$ cat src/rtl/mips_multicycle_core.sv
// Multi-cycle MIPS core with 16-bit encoding, DATA_W-wide datapath and one shared req/ready memory port.
// Optional macro MIPS_MC_TRAP_EN: an illegal R-type funct halts the core with a sticky trap.
module mips_multicycle_core #(
  parameter int                DATA_W   = 16,
  parameter logic [DATA_W-1:0] RESET_PC = '0
) (
  input  logic              clk,
  input  logic              reset,
  output logic              mem_req,
  output logic              mem_we,
  output logic [DATA_W-1:0] mem_addr,
  output logic [DATA_W-1:0] mem_wdata,
  input  logic [DATA_W-1:0] mem_rdata,
  input  logic              mem_ready,
  output logic [DATA_W-1:0] pc_out,
  output logic [DATA_W-1:0] alu_result,
  output logic              retire,
  output logic              trap
);

  typedef enum logic [2:0] {
    S_FETCH, S_DECODE, S_EXEC, S_MEM, S_WB
`ifdef MIPS_MC_TRAP_EN
    , S_HALT
`endif
  } state_t;

  localparam logic [2:0] OP_R    = 3'b000;
  localparam logic [2:0] OP_SLTI = 3'b001;
  localparam logic [2:0] OP_J    = 3'b010;
  localparam logic [2:0] OP_JAL  = 3'b011;
  localparam logic [2:0] OP_LW   = 3'b100;
  localparam logic [2:0] OP_SW   = 3'b101;
  localparam logic [2:0] OP_BEQ  = 3'b110;
  localparam logic [2:0] OP_ADDI = 3'b111;
  localparam logic [DATA_W-1:0] PcStep = DATA_W'(2);

  state_t            r_state, w_next_state;
  logic [DATA_W-1:0] r_pc, r_a, r_b, r_mdr, r_alu;
  logic [15:0]       r_ir;
  logic              r_retire;
  logic [DATA_W-1:0] r_regs [8];

  logic [2:0]        w_op, w_rs, w_rt, w_rd, w_rf_waddr;
  logic [3:0]        w_funct;
  logic [DATA_W-1:0] w_imm, w_imm_sh, w_jtarget, w_alu, w_rf_wdata;
  logic              w_is_jr, w_illegal, w_retire_next, w_rf_we;

  assign w_op      = r_ir[15:13];
  assign w_rs      = r_ir[12:10];
  assign w_rt      = r_ir[9:7];
  assign w_rd      = r_ir[6:4];
  assign w_funct   = r_ir[3:0];
  assign w_imm     = {{(DATA_W-7){r_ir[6]}}, r_ir[6:0]};
  assign w_imm_sh  = {{(DATA_W-8){r_ir[6]}}, r_ir[6:0], 1'b0};
  // r_pc already holds pc+2 once the fetch has completed
  assign w_jtarget = {r_pc[DATA_W-1:14], r_ir[12:0], 1'b0};
  assign w_is_jr   = (w_op == OP_R) && (w_funct == 4'd8);
  assign w_illegal = (w_op == OP_R) && (w_funct > 4'd4) && (w_funct != 4'd8);

  assign pc_out     = r_pc;
  assign alu_result = r_alu;
  assign retire     = r_retire;

  always_comb begin
    w_alu = '0;
    case (w_op)
      OP_R: begin
        case (w_funct)
          4'd0:    w_alu = r_a + r_b;
          4'd1:    w_alu = r_a - r_b;
          4'd2:    w_alu = r_a & r_b;
          4'd3:    w_alu = r_a | r_b;
          4'd4:    w_alu = {{(DATA_W-1){1'b0}}, ($signed(r_a) < $signed(r_b))};
          4'd8:    w_alu = r_a;
          default: w_alu = '0;
        endcase
      end
      OP_SLTI:                    w_alu = {{(DATA_W-1){1'b0}}, ($signed(r_a) < $signed(w_imm))};
      OP_LW, OP_SW, OP_ADDI:      w_alu = r_a + w_imm;
      OP_BEQ:                     w_alu = r_a - r_b;
      default:                    w_alu = '0;
    endcase
  end

  always_comb begin
    w_next_state  = r_state;
    w_retire_next = 1'b0;
    case (r_state)
      S_FETCH: if (mem_ready) w_next_state = S_DECODE;
      S_DECODE: begin
        if (w_op == OP_J || w_op == OP_JAL) begin
          w_next_state  = S_FETCH;
          w_retire_next = 1'b1;
        end else begin
          w_next_state = S_EXEC;
        end
      end
      S_EXEC: begin
        if (w_op == OP_BEQ || w_is_jr) begin
          w_next_state  = S_FETCH;
          w_retire_next = 1'b1;
        end else if (w_op == OP_LW || w_op == OP_SW) begin
          w_next_state = S_MEM;
        end else if (w_illegal) begin
`ifdef MIPS_MC_TRAP_EN
          w_next_state  = S_HALT;
`else
          w_next_state  = S_FETCH;
          w_retire_next = 1'b1;
`endif
        end else begin
          w_next_state = S_WB;
        end
      end
      S_MEM: begin
        if (mem_ready) begin
          w_next_state  = (w_op == OP_LW) ? S_WB : S_FETCH;
          w_retire_next = (w_op != OP_LW);
        end
      end
      S_WB: begin
        w_next_state  = S_FETCH;
        w_retire_next = 1'b1;
      end
      default: w_next_state = r_state;
    endcase
  end

  // Memory outputs follow the state directly so reset removes a pending request at once
  always_comb begin
    mem_req   = 1'b0;
    mem_we    = 1'b0;
    mem_addr  = '0;
    mem_wdata = '0;
    if (!reset) begin
      if (r_state == S_FETCH) begin
        mem_req  = 1'b1;
        mem_addr = r_pc;
      end else if (r_state == S_MEM) begin
        mem_req   = 1'b1;
        mem_we    = (w_op == OP_SW);
        mem_addr  = r_alu;
        mem_wdata = r_b;
      end
    end
  end

  always_comb begin
    w_rf_we    = 1'b0;
    w_rf_waddr = 3'd0;
    w_rf_wdata = '0;
    if (r_state == S_DECODE && w_op == OP_JAL) begin
      w_rf_we    = 1'b1;
      w_rf_waddr = 3'd7;
      w_rf_wdata = r_pc;
    end else if (r_state == S_WB) begin
      w_rf_we    = 1'b1;
      w_rf_waddr = (w_op == OP_R) ? w_rd : w_rt;
      w_rf_wdata = (w_op == OP_LW) ? r_mdr : r_alu;
    end
  end

  always_ff @(posedge clk or posedge reset) begin
    if (reset) begin
      for (int i = 0; i < 8; i++) r_regs[i] <= '0;
    end else if (w_rf_we && w_rf_waddr != 3'd0) begin
      r_regs[w_rf_waddr] <= w_rf_wdata;
    end
  end

  always_ff @(posedge clk or posedge reset) begin
    if (reset) begin
      r_state  <= S_FETCH;
      r_pc     <= RESET_PC;
      r_ir     <= '0;
      r_a      <= '0;
      r_b      <= '0;
      r_mdr    <= '0;
      r_alu    <= '0;
      r_retire <= 1'b0;
    end else begin
      r_state  <= w_next_state;
      r_retire <= w_retire_next;
      case (r_state)
        S_FETCH: begin
          if (mem_ready) begin
            r_ir <= mem_rdata[15:0];
            r_pc <= r_pc + PcStep;
          end
        end
        S_DECODE: begin
          r_a <= r_regs[w_rs];
          r_b <= r_regs[w_rt];
          if (w_op == OP_J || w_op == OP_JAL) r_pc <= w_jtarget;
        end
        S_EXEC: begin
          r_alu <= w_alu;
          if (w_op == OP_BEQ && r_a == r_b) r_pc <= r_pc + w_imm_sh;
          else if (w_is_jr)                 r_pc <= r_a;
`ifdef MIPS_MC_TRAP_EN
          else if (w_illegal)               r_pc <= r_pc - PcStep;
`endif
        end
        S_MEM: if (mem_ready && w_op == OP_LW) r_mdr <= mem_rdata;
        default: ;
      endcase
    end
  end

`ifdef MIPS_MC_TRAP_EN
  logic r_trap;
  always_ff @(posedge clk or posedge reset) begin
    if (reset)                                   r_trap <= 1'b0;
    else if (r_state == S_EXEC && w_illegal)     r_trap <= 1'b1;
  end
  assign trap = r_trap;
`else
  assign trap = 1'b0;
`endif

endmodule

$ cat config.mk
export PLATFORM = sky130hd
export DESIGN_NAME = mips_multicycle_core
export DESIGN_NICKNAME = d
export VERILOG_FILES = /design/src/rtl/mips_multicycle_core.sv
export SDC_FILE = /design/constraint.sdc
export NUM_CORES = 1
export LEC_CHECK = 0
export BUFFER_PORTS_ARGS = -buffer_cell sky130_fd_sc_hd__buf_2
export CAP_MARGIN = 0
export CORE_UTILIZATION = 53
export CTS_CLUSTER_SIZE = 10
export DETAILED_ROUTE_END_ITERATION = 12
export GPL_ROUTABILITY_DRIVEN = 0
export HOLD_SLACK_MARGIN = 0.03
export PLACE_DENSITY = 0.71
export SLEW_MARGIN = 30
export SYNTH_ARGS = -nofsm -noshare
export SYNTH_HDL_FRONTEND = slang
export SYNTH_SLANG_ARGS = --single-unit
$ cat constraint.sdc
create_clock -name clk -period 9.9 [get_ports clk]
set_input_delay 0.99 -clock clk [delete_from_list [all_inputs] [get_ports clk]]
set_output_delay 0.99 -clock clk [all_outputs]
set_load 0.01 [all_outputs]
=== Word level (Yosys, flattened, before mapping) ===
Index checks and enable logic that the tools add are counted.

* Register bits after elaboration: 228
* Latch bits: 0
* RAM bits: 0
* Bits in read-only memories: 0
* Input bits: 19
* Memories: 0

* $add $sub $neg: 5
* Multiply operators: 0
* Div/mod/pow operators: 0
* Magnitude comparators: 7
* Eq/ne operators: 23
* Shift-type cells: 0
* Muxes and demuxes: 50
* Bitwise operators: 6
* Reductions and logical operators: 24

{| class="wikitable"
|+ Operators with widths
! cell !! count
|-
| two-way mux 16 bit || 17
|-
| bitwise mux 128 bit || 1
|-
| binary-select mux 16 bit (select 3 bit) || 2
|-
| case mux 16 bit (6 select lines) || 1
|-
| case mux 16 bit (4 select lines) || 1
|-
| adder 16 bit || 3
|-
| demux 16 bit (select 3 bit) || 1
|-
| case mux 16 bit (3 select lines) || 1
|-
| two-way mux 3 bit || 9
|-
| adder 16 x 2 -> 16 bit (second input constant) || 1
|-
| bitwise AND 16 bit || 1
|-
| equality test 16 bit || 1
|-
| less-than comparator 16 bit || 1
|-
| less-than comparator 16 x 7 -> 1 bit || 1
|-
| OR 16 bit || 1
|-
| subtractor 16 bit || 1
|-
| equality test 3 bit (second input constant) || 5
|-
| case mux 3 bit (5 select lines) || 1
|-
| two-way mux 14 bit || 1
|-
| two-way mux 1 bit || 13
|-
| equality test 3 x 2 -> 1 bit (second input constant) || 4
|-
| greater-or-equal comparator 4 bit (second input constant) || 3
|-
| inverter 3 -> 4 bit || 3
|-
| equality test 4 x 2 -> 1 bit (second input constant) || 2
|-
| 24 further kinds || 40
|}

=== Longest topological paths before layout ===
Gate-level depths: netlist of run 1.

* Word-level depth: 10
* Mapped depth: 13
* Gate-level depth less buffers: 12

=== Worst setup path after synthesis of run 1 ===
OpenSTA, ideal clock, no wires.

* Path kind: input -> output
* Start point: input reset
* End point: output mem_addr[10]
* Data arrival time: 2045 ps
* Required time: 8910 ps
* Setup slack: 6865 ps
* Cell stages on the path: 3
* Buffers on the path: 1
* Cell sequence: nor4_1 -> clkbuf_1 -> a22o_1

* Longest elaborated chain between the ends: 1

{| class="wikitable"
|+ RTL lines
! item !! RTL line !! source
|-
| from (decl) || 8 || <nowiki>input logic reset,</nowiki>
|-
| two-way mux 16 bit || 136 || <nowiki>if (!reset) begin</nowiki>
|-
| to (decl) || 11 || <nowiki>output logic [DATA_W-1:0] mem_addr,</nowiki>
|}

Every way passes these cells.

=== Worst setup path after layout of run 1 ===
* Start point: register r_a[11]
* End point: register r_pc[12], in the netlist pc_out[12]

* Longest elaborated chain between the ends: 4
* Elaborated cells between the ends (all ways): 6
* Those cells by class: eq/ne: 2; mux: 2; reduce/logical: 2

{| class="wikitable"
|+ RTL lines
! item !! RTL line !! source
|-
| from (decl) || 39 || <nowiki>logic [DATA_W-1:0] r_pc, r_a, r_b, r_mdr, r_alu;</nowiki>
|-
| from (signal assigned) || 193 || <nowiki>r_a <= r_regs[w_rs];</nowiki>
|-
| equality test 16 bit (*) || 199 || <nowiki>if (w_op == OP_BEQ && r_a == r_b) r_pc <= r_pc + w_imm_sh;</nowiki>
|-
| logical AND 1 bit (*) || 199 ||
|-
| inequality test 3 bit (no line) or two-way mux 16 bit (tied branches) || -- ||
|-
| AND reduction 4 bit (no line) or case mux 16 bit (3 select lines) (tied branches) || -- ||
|-
| to (signal assigned) || 195 || <nowiki>if (w_op == OP_J || w_op == OP_JAL) r_pc <= w_jtarget;</nowiki>
|-
| to (signal assigned) || 199 ||
|-
| to (signal assigned) || 200 || <nowiki>else if (w_is_jr) r_pc <= r_a;</nowiki>
|-
| to (decl) || 39 ||
|}

Every way passes the cells marked *; elsewhere a longest branch is shown, timed or not.
A chain may end at the register's enable or synchronous reset.

==> impl_metrics.ini, run 1 <==
[run_status]
status = complete, no violations

[setup_path]
reg2regPathDepth = 10
crit_type = reg -> reg
slowest_stage = dfrtp_1
slowest_delay_ps = 540
arrival_ps = 4470
critPathMaxFanout = 24
path_cells = inv_1 > ha_1 > nor4_2 > and3_1 > nand4_4 > and2_1 > a211o_1 > o21a_1 > a2111oi_2 > nor2_1
crit_path_end_kind = flip-flop
cp-start-kind = flip-flop
cp.required_ps = 10350

[cts]
clk_path_buf_depth = 3
clockRootBuffer = clkbuf_16
ctsResizeCount = 0
clk-insertion-delay-late_ps = 570
cts_setup_buffers = 0
numCtsBuffers = 27
clk_pin_slew_worst_paths_ps = 60
hold_buffers = 0
cts_sinks = 228
tritoncts = yes
htree_num_levels = 1

[grt]
grtUsageMet2_pct = 52.4
top_usage_layer = met2
grt_util_met3_pct = 5.50
gr-total-overflow = 0
grt_pass1_wl_um = 76900
grt_pass1_vias = 13100
met1_usage_pct = 46.0
track_usage_pct = 33.3
antenna_found_initial = 1
grt_max_degree = 97

[yosys]
yosys.area.top_type_share_pct = 36.8
yosys-mux-area-fraction_pct = 15.7
yosys.area_share.xor_xnor_pct = 2.15
ys_seq_area_share_pct = 36.8
avgSynthCellArea_um2 = 9.41
synth_ff_type = dfrtp_1
yosys-top-cells-area = dfrtp_1 (37%), mux4_2 (9.3%), ha_1 (7.6%)
yosysTopAreaCell = dfrtp_1
yosys.cell_types.count = 79
synth-edff-count = 0
async_flop_share_pct = 100
synthMostInstantiatedCell = dfrtp_1
syn_nets = 1765
synth_compound_area_share_pct = 18.7
synthTopCellsByCount = dfrtp_1 (228), nor2_1 (192), a21oi_1 (185)
yosys_warnings = 0
yosys.area_share.simple_pct = 13.0
synth_top_family_by_area = compound AO/OA/AOI/OAI gates
synthCells = 1648
synthAdderAreaFrac_pct = 8.10
synth_area_um2 = 15500
ys_seq_elements = 228

[placed_design]
io_buffer_count = 85
place_inst = 2021
hpwl_um = 34900

[timing]
finalClockSkew_ps = 11.2
period_share_pct = 40.6
period_minus_slack_ps = 4020
fin_tns_setup_ps = 0
hold_violations = 0
relSlewSlack_pct = 36.5
setup_viol = 0
tightestPinTransition_ps = 952
rsz0062_at_grt = false
max_freq_mhz = 249
slew_viol_final = 0

[flow_run]
maxCapViolCount = 0

[hold_path]
hold_depth = 0
min_path_type = reg -> reg

[layout]
drive_gt1_share_pct = 16.4
seqCellArea_um2 = 5710
multi_input_area_um2 = 9030
stdcell_count = 2059
diodes = 0
fillers = 2529
areaGrowthSynthToFinish_pct = 9.36
fin_nets = 1783

[route]
viasPerCell = 6.66
route.detailed.drc = 0
via_count = 13700
wl_per_cell_um = 24.3
ant_nets = 0
drt-initial-drc-count = 1911
finalWirelength_um = 50000
drt-pass1-iter-count = 10

[power_and_ir_drop]
leakage_nw = 7.54
ir_drop_mv = 0.160
power.density_nw_per_um2 = 387

[floorplanning]
die_y_um = 173
die_area_um2 = 29900
core_area_um2 = 28700
pin_count = 87
start_util_pct = 54.0
fp.dieW_um = 173
rows = 62
-- area by class of cell --
type / count / area share (%)
inverters: 91 / 2.06
clock buffers: 35 / 4.16
repair buffers: 114 / 3.82
multi-input cells: 1204 / 53.3
flip-flops and latches: 228 / 33.7
clock inverters: 3 / 0.177
well taps: 384 / 2.83
-- report_power, final --
group	switching [mW]	internal (mW)	total, mW
logic	2.27	1.54	3.81
clock network	0.400	0.493	0.893
registers	0.552	1.30	1.85
-- sequential cells by signal (all words and copies together) (netlist names) --
signal      cells
r_ir           16
r_state         3
r_regs        128
alu_result     16
retire          1
r_b            16
r_a            16
r_mdr          16
pc_out         16
-- kinds of logic (layout without fill, tap and decap cells) --
kind of cell             after synthesis  after routing
AND/OR/NAND/NOR                      437            437
flip-flops                           228            228
buffers and inverters                216            243
adder cells (fa/ha/maj)               98             98
multiplexers                         160            160
AO/OA/AOI/OAI                        470            470
XOR/XNOR                              38             38
other                                  1              1
-- per-layer routing --
metal,share of wire (%),vias up
met5,0.026,-
met4,4.9,2
met3,9.9,199
met2,46,801
met1,39,6698
li1,-,6012
-- per-stage QoR --
step	setup slack (ps)	area, µm²	hold slack (ps)	total power, mW	utilization [%]
after detailed placement	5990	16200	383	5.53	56.5
after floorplan	2260	15500	441	4.42	-
final	5880	17000	398	6.56	59.1
after CTS	5980	16900	396	6.44	59.0
after global routing	5760	17000	413	6.93	59.1
after global placement	6010	16200	377	5.42	56.4
-- critical path, delay by kind of cell, from the launching register on --
| kind | cells | cell delay, ps |
|---|---|---|
| AND/OR/NAND/NOR | 5 | 1660 |
| AO/OA/AOI/OAI | 3 | 1150 |
| flip-flops | 1 | 540 |
| adder cells (fa/ha/maj) | 1 | 450 |
| buffers and inverters | 1 | 80 |
-- layout by cell type (no fill, tap or decap), types with 5 or more instances in the layout --
cell,instances
dfrtp_1,226
nor2_1,190
a21oi_1,185
o21ai_0,112
nand2_1,103
ha_1,94
inv_1,89
buf_2,85
mux2i_1,69
mux4_2,64
xnor2_1,28
buf_4,28
nor4_1,27
mux2_2,27
clkbuf_16,27
a221oi_1,24
nor3_1,23
nand3_1,18
a22o_1,18
a22oi_1,16
a31oi_1,15
o21bai_1,14
nand2b_1,10
xor2_1,10
a211oi_1,10
o221ai_1,9
nor2b_1,8
o211ai_1,8
clkbuf_1,8
and3_1,7
or2_2,7
o22ai_1,7
a222oi_1,7
nor3_2,5
a21o_1,5
-- worst paths after layout --
check,slack [ps],start,to
min in group asynchronous,780,reset,alu_result[15]
worst max-delay path,5880,r_a[11],pc_out[12]
worst min-delay path,400,r_regs[123],r_regs[123]
max in group asynchronous,7720,reset,r_ir[7]
worst min register to register,400,r_regs[123],r_regs[123]
worst max register to register,5880,r_a[11],pc_out[12]
No activity file was read; power rests on OpenSTA's default activity.
==> run 2: changes to the inputs <==
--- a/config.mk
+++ b/config.mk
@@ -12,7 +12,7 @@
 export DETAILED_ROUTE_END_ITERATION = 12
 export GPL_ROUTABILITY_DRIVEN = 0
 export HOLD_SLACK_MARGIN = 0.03
-export PLACE_DENSITY = 0.71
+export PLACE_DENSITY = 0.74
 export SLEW_MARGIN = 30
 export SYNTH_ARGS = -nofsm -noshare
 export SYNTH_HDL_FRONTEND = slang
==> constraint.sdc (replaced) <==
create_clock -name clk -period 3.4 [get_ports clk]
set_input_delay 0.34 -clock clk [delete_from_list [all_inputs] [get_ports clk]]
set_output_delay 0.34 -clock clk [all_outputs]
set_load 0.01 [all_outputs]
==> run 2 against run 1 <==
Compared with the run above: first-iteration DRC count is 6.1% lower; sequential share of layout area shrank 0.74 points; critical path type unchanged; final cell count increased by 2.4%; wire length about the same; utilization is 1.3 points higher; flip-flop and latch count is the same; critical endpoint is now alu_result[10]; global-route usage increased by 0.17 points; largest power group unchanged.
==> impl_metrics.ini, run 2 (synthesis results as in run 1) <==
[run_status]
status = complete, no violations

[setup_path]
startpoint = r_a[0]
critPathBufInv = 2
path_delay_family = compound AO/OA/AOI/OAI gates
cp.required_ps = 3810
r2r_start = r_a[0]
crit_path_end_kind = flip-flop
rrSetupSlack_ps = 130
arrival_ps = 3680
slowest_delay_ps = 450
r2r-end = alu_result[10]
path_cells = inv_1 > ha_1 > inv_1 > fa_1 > nor2b_1 > o21ai_0 > a21oi_1 > o21ai_0 > nand2_1 > a221oi_1 > o221a_2 > a31oi_1
crit_type = reg -> reg
crit_end = alu_result[10]
slowest_stage = o21ai_0
cp-start-kind = flip-flop
reg2regPathDepth = 12
critPathMaxFanout = 5
worstSetupPathDepth = 12

[power_and_ir_drop]
leakage_nw = 7.78
p_int_mw = 10.1
p_sw_share_pct = 48.3
ir_drop_mv = 0.502
power.density_nw_per_um2 = 1130
p_clk_share_pct = 13.3
p_switching_mw = 9.43
pwr-share-seq_pct = 26.7
p_total_mw = 19.5
p_comb_share_pct = 60.0

[layout]
final_cell_area_um2 = 17300
areaGrowthSynthToFinish_pct = 11.9
fin_nets = 1832
final_common_cell = dfrtp_1
largest_reg_flops = 128
drive_gt1_share_pct = 18.7
final_cell_mix = dfrtp_1 (225), nor2_1 (190), a21oi_1 (185)
stdcell_count = 2108
regMostFlops = r_regs
diodes = 0

[timing]
finalClockSkew_ps = 11.5
period_minus_slack_ps = 3270
period_share_pct = 96.2
hold_violations = 0
rsz0062_at_grt = false
tightestPinTransition_ps = 966
max_freq_mhz = 306
relSlewSlack_pct = 35.6
slew_viol_final = 0
worst_slack_ps = 130
setup_viol = 0

[route]
wl_per_cell_um = 23.7
ant_nets = 0
route.detailed.drc = 0
viasPerCell = 6.61
drt-pass1-iter-count = 6
via_count = 13900
drt-initial-drc-count = 1795
finalWirelength_um = 50000

[placed_design]
dp_slack_ps = 229
place_inst = 2069
place_area_um2 = 16600
hpwl_um = 35500
io_buffer_count = 85

[cts]
cts_setup_buffers = 0
clk_pin_slew_worst_paths_ps = 60
clockRootBuffer = clkbuf_16
htree_num_levels = 1
tritoncts = yes
numCtsBuffers = 27
clk_path_buf_depth = 3
hold_buffers = 1
cts_sinks = 228
ctsResizeCount = 0
clk-insertion-delay-late_ps = 550

[grt]
gr-total-overflow = 0
antenna_found_initial = 0
grt_pass1_wl_um = 77700
grt_pass1_vias = 13600
track_usage_pct = 33.5
grt_max_degree = 160

[floorplanning]
rows = 62
pin_count = 87
die_y_um = 173
fp.dieW_um = 173
die_area_um2 = 29900
core_area_um2 = 28700
start_util_pct = 54.0

[hold_path]
min_path_type = in -> reg
min-delay-start = mem_rdata[3]

[flow_run]
maxCapViolCount = 0
## run 2: worst min path at each step
stage | to | slack (ps) | depth (start not counted)
3_3_place_gp | r_regs[120] | 380 | 0
4_1_cts | r_mdr[10] | 40 | 2
2_1_floorplan | r_regs[112] | 440 | 1
6_report | r_ir[3] | 50 | 3
5_1_grt | r_ir[12] | 50 | 2
3_5_place_dp | r_regs[117] | 390 | 0
## run 2: power groups by stage
stage	Clock, mW	Sequential, mW	Combinational, mW
3_3_place_gp	0	5.08	11.1
4_1_cts	2.60	5.15	11.4
6_report	2.59	5.21	11.7
3_5_place_dp	0	5.16	11.3
5_1_grt	2.71	5.32	12.6
2_1_floorplan	0	4.67	8.22
## run 2: area by class of cell
cell class                      instances  area, µm²
Clock buffer                           36        729
Clock inverter                          2       13.8
Fill cell                            2355      11400
Inverter                               91        345
Multi-Input combinational cell       1204       9010
Sequential cell                       228       5710
Tap cell                              384        480
Timing Repair Buffer                  163       1050
## run 2: per-layer routing
| metal | vias to the layer above | track usage, % | part of all wire (%) |
|---|---|---|---|
| li1 | 6114 | - | - |
| met1 | 6779 | 43.2 | 38 |
| met2 | 831 | 53.5 | 46 |
| met3 | 220 | 7.01 | 10 |
| met4 | 0 | 17.2 | 5.5 |
| met5 | - | 0 | 0 |
## run 2: stage by stage
stage	setup TNS, ps	utilization [%]	hold WS, ps
floorplan	-47650	-	441
global placement	0	57.8	377
detailed placement	0	57.8	387
CTS	0	60.4	42.3
global route	0	60.4	45.7
finish	0	60.4	46.7
## run 2: tightest hold or removal path, stage by stage
cell     delay, ps
buf_2           90
nand2_1         60
o21ai_0         60
==> run 3: changes to the inputs <==
--- a/config.mk
+++ b/config.mk
@@ -7,12 +7,14 @@
 export LEC_CHECK = 0
 export BUFFER_PORTS_ARGS = -buffer_cell sky130_fd_sc_hd__buf_2
 export CAP_MARGIN = 0
+export CORE_ASPECT_RATIO = 1.2
 export CORE_UTILIZATION = 53
 export CTS_CLUSTER_SIZE = 10
 export DETAILED_ROUTE_END_ITERATION = 12
 export GPL_ROUTABILITY_DRIVEN = 0
 export HOLD_SLACK_MARGIN = 0.03
 export PLACE_DENSITY = 0.74
+export SETUP_SLACK_MARGIN = 0.1
 export SLEW_MARGIN = 30
 export SYNTH_ARGS = -nofsm -noshare
 export SYNTH_HDL_FRONTEND = slang
==> run 3 against run 2 <==
Compared with the run above: the flow now finishes with violations (DRC); clock power about the same; total power up 0.70%; critical path depth down 7; maximum frequency up 4.5%; final cell count up 0.71%; non-clock buffer count up 15; sequential power about the same; utilization up 0.30 points; largest cell class unchanged.
==> impl_metrics.ini, run 3 (synthesis results as in run 1) <==
[cts]
clk_pin_slew_worst_paths_ps = 60
htree_num_levels = 1
cts_sinks = 228
numCtsBuffers = 27
clockRootBuffer = clkbuf_16
tritoncts = yes
clk-insertion-delay-late_ps = 550
clk_path_buf_depth = 3
cts_setup_buffers = 0

[setup_path]
path_delay_family = flip-flops
reg2regPathDepth = 10
worstSetupPathDepth = 5
rrSetupSlack_ps = 300
critPathMaxFanout = 16
slowest_delay_ps = 770
crit_type = reg -> out
slowest_stage = dfrtp_1
r2r_start = r_b[7]
cp.required_ps = 3060
startpoint = r_state[1]
cp-start-kind = flip-flop
critPathBufInv = 2
crit_path_end_kind = primary output
r2r-end = alu_result[15]
crit_end = mem_addr[15]
path_cells = nand2_1 > nor3_2 > buf_4 > a22o_1 > buf_2
arrival_ps = 2790

[layout]
areaGrowthSynthToFinish_pct = 12.6
fin_nets = 1847
fillers = 2394
drive_gt1_share_pct = 19.5
regMostFlops = r_regs
final_common_cell = dfrtp_1
final_cell_area_um2 = 17500
largest_reg_flops = 128
final_cell_mix = dfrtp_1 (225), nor2_1 (190), a21oi_1 (185)

[timing]
slew_viol_final = 0
max_freq_mhz = 320
hold_violations = 0
rsz0062_at_grt = true
tightestPinTransition_ps = 845
fin_tns_setup_ps = 0
period_minus_slack_ps = 3130
worst_slack_ps = 270
setup_viol = 0
relSlewSlack_pct = 43.6
finalClockSkew_ps = 29.7
period_share_pct = 92.1

[placed_design]
io_buffer_count = 85
hpwl_um = 36600
place_area_um2 = 16700
dp_slack_ps = 260

[run_status]
status = complete, but fails checks
failed_checks = DRC

[route]
drt-initial-drc-count = 1710
drt-pass1-iter-count = 12
route.detailed.drc = 2
viasPerCell = 6.61
finalWirelength_um = 51500
ant_nets = 0
via_count = 14000
wl_per_cell_um = 24.3

[power_and_ir_drop]
pwr-share-seq_pct = 26.5
p_int_mw = 10.2
power.density_nw_per_um2 = 1130
p_sw_share_pct = 48.4
p_switching_mw = 9.51
ir_drop_mv = 0.598
p_clk_share_pct = 13.0
leakage_nw = 7.85
p_comb_share_pct = 60.5

[grt]
grt_max_degree = 68
grt_util_met3_pct = 8.83
met1_usage_pct = 43.4
track_usage_pct = 35.0
grtUsageMet2_pct = 54.4
top_usage_layer = met2
gr-total-overflow = 0
grt_pass1_wl_um = 78900
antenna_found_initial = 0
grt_pass1_vias = 13900

[floorplanning]
rows = 68
die_area_um2 = 29900
start_util_pct = 53.9
die_y_um = 189
pin_count = 87
core_area_um2 = 28800
fp.dieW_um = 158

[hold_path]
min_path_type = in -> reg

[flow_run]
maxCapViolCount = 0
==> run 3: area by class of cell <==
class	instances	area [µm²]	share of cell area, %
multi-input combinational	1204	9020	51.7
timing repair buffer	178	1170	6.68
inverter	91	345	1.98
clock buffer	33	718	4.11
clock inverter	3	18.8	0.107
sequential	228	5710	32.7
tap	385	482	2.76
antenna	1	2.50	0.0143
==> run 3: how the worst min path moves through the flow <==
| stage | from | end | slack [ps] | cells after the start |
|---|---|---|---|---|
| global placement | r_regs[120] | r_regs[120] | 380 | 0 |
| floorplan | r_regs[112] | r_regs[112] | 440 | 1 |
| CTS | mem_rdata[6] | r_mdr[6] | 30 | 2 |
| detailed placement | r_regs[115] | r_regs[115] | 380 | 0 |
| finish | mem_rdata[6] | r_mdr[6] | 40 | 2 |
| global route | mem_rdata[6] | r_mdr[6] | 40 | 2 |
==> run 3: per-stage QoR <==
step / cells / utilization [%] / power (mW) / hold slack [ps]
after floorplan: 1648 / - / 12.9 / 441
after global placement: 2084 / 58.0 / 16.2 / 376
after detailed placement: 2084 / 58.0 / 16.5 / 384
after CTS: 2122 / 60.7 / 19.2 / 33.9
after global routing: 2122 / 60.7 / 20.8 / 43.1
final: 2123 / 60.7 / 19.7 / 39.9
==> run 3: per-layer routing <==
metal,wire [µm],vias up
met1,19000,6816
met5,0,-
met2,23700,815
li1,-,6138
met3,5210,265
met4,3590,0
==> run 3: what timing repair did <==
action,CTS,global route
hold buffers,2,0
setup endpoints to repair,0,5
endpoints found under the hold margin,2,0
resized for setup,0,4
==> run 3: power by group through the flow <==
stage	combinational [mW]	sequential (mW)	clock, mW
6_report	11.9	5.22	2.56
4_1_cts	11.5	5.15	2.57
3_5_place_dp	11.4	5.19	0
3_3_place_gp	11.1	5.10	0
5_1_grt	12.8	5.34	2.68
2_1_floorplan	8.22	4.67	0
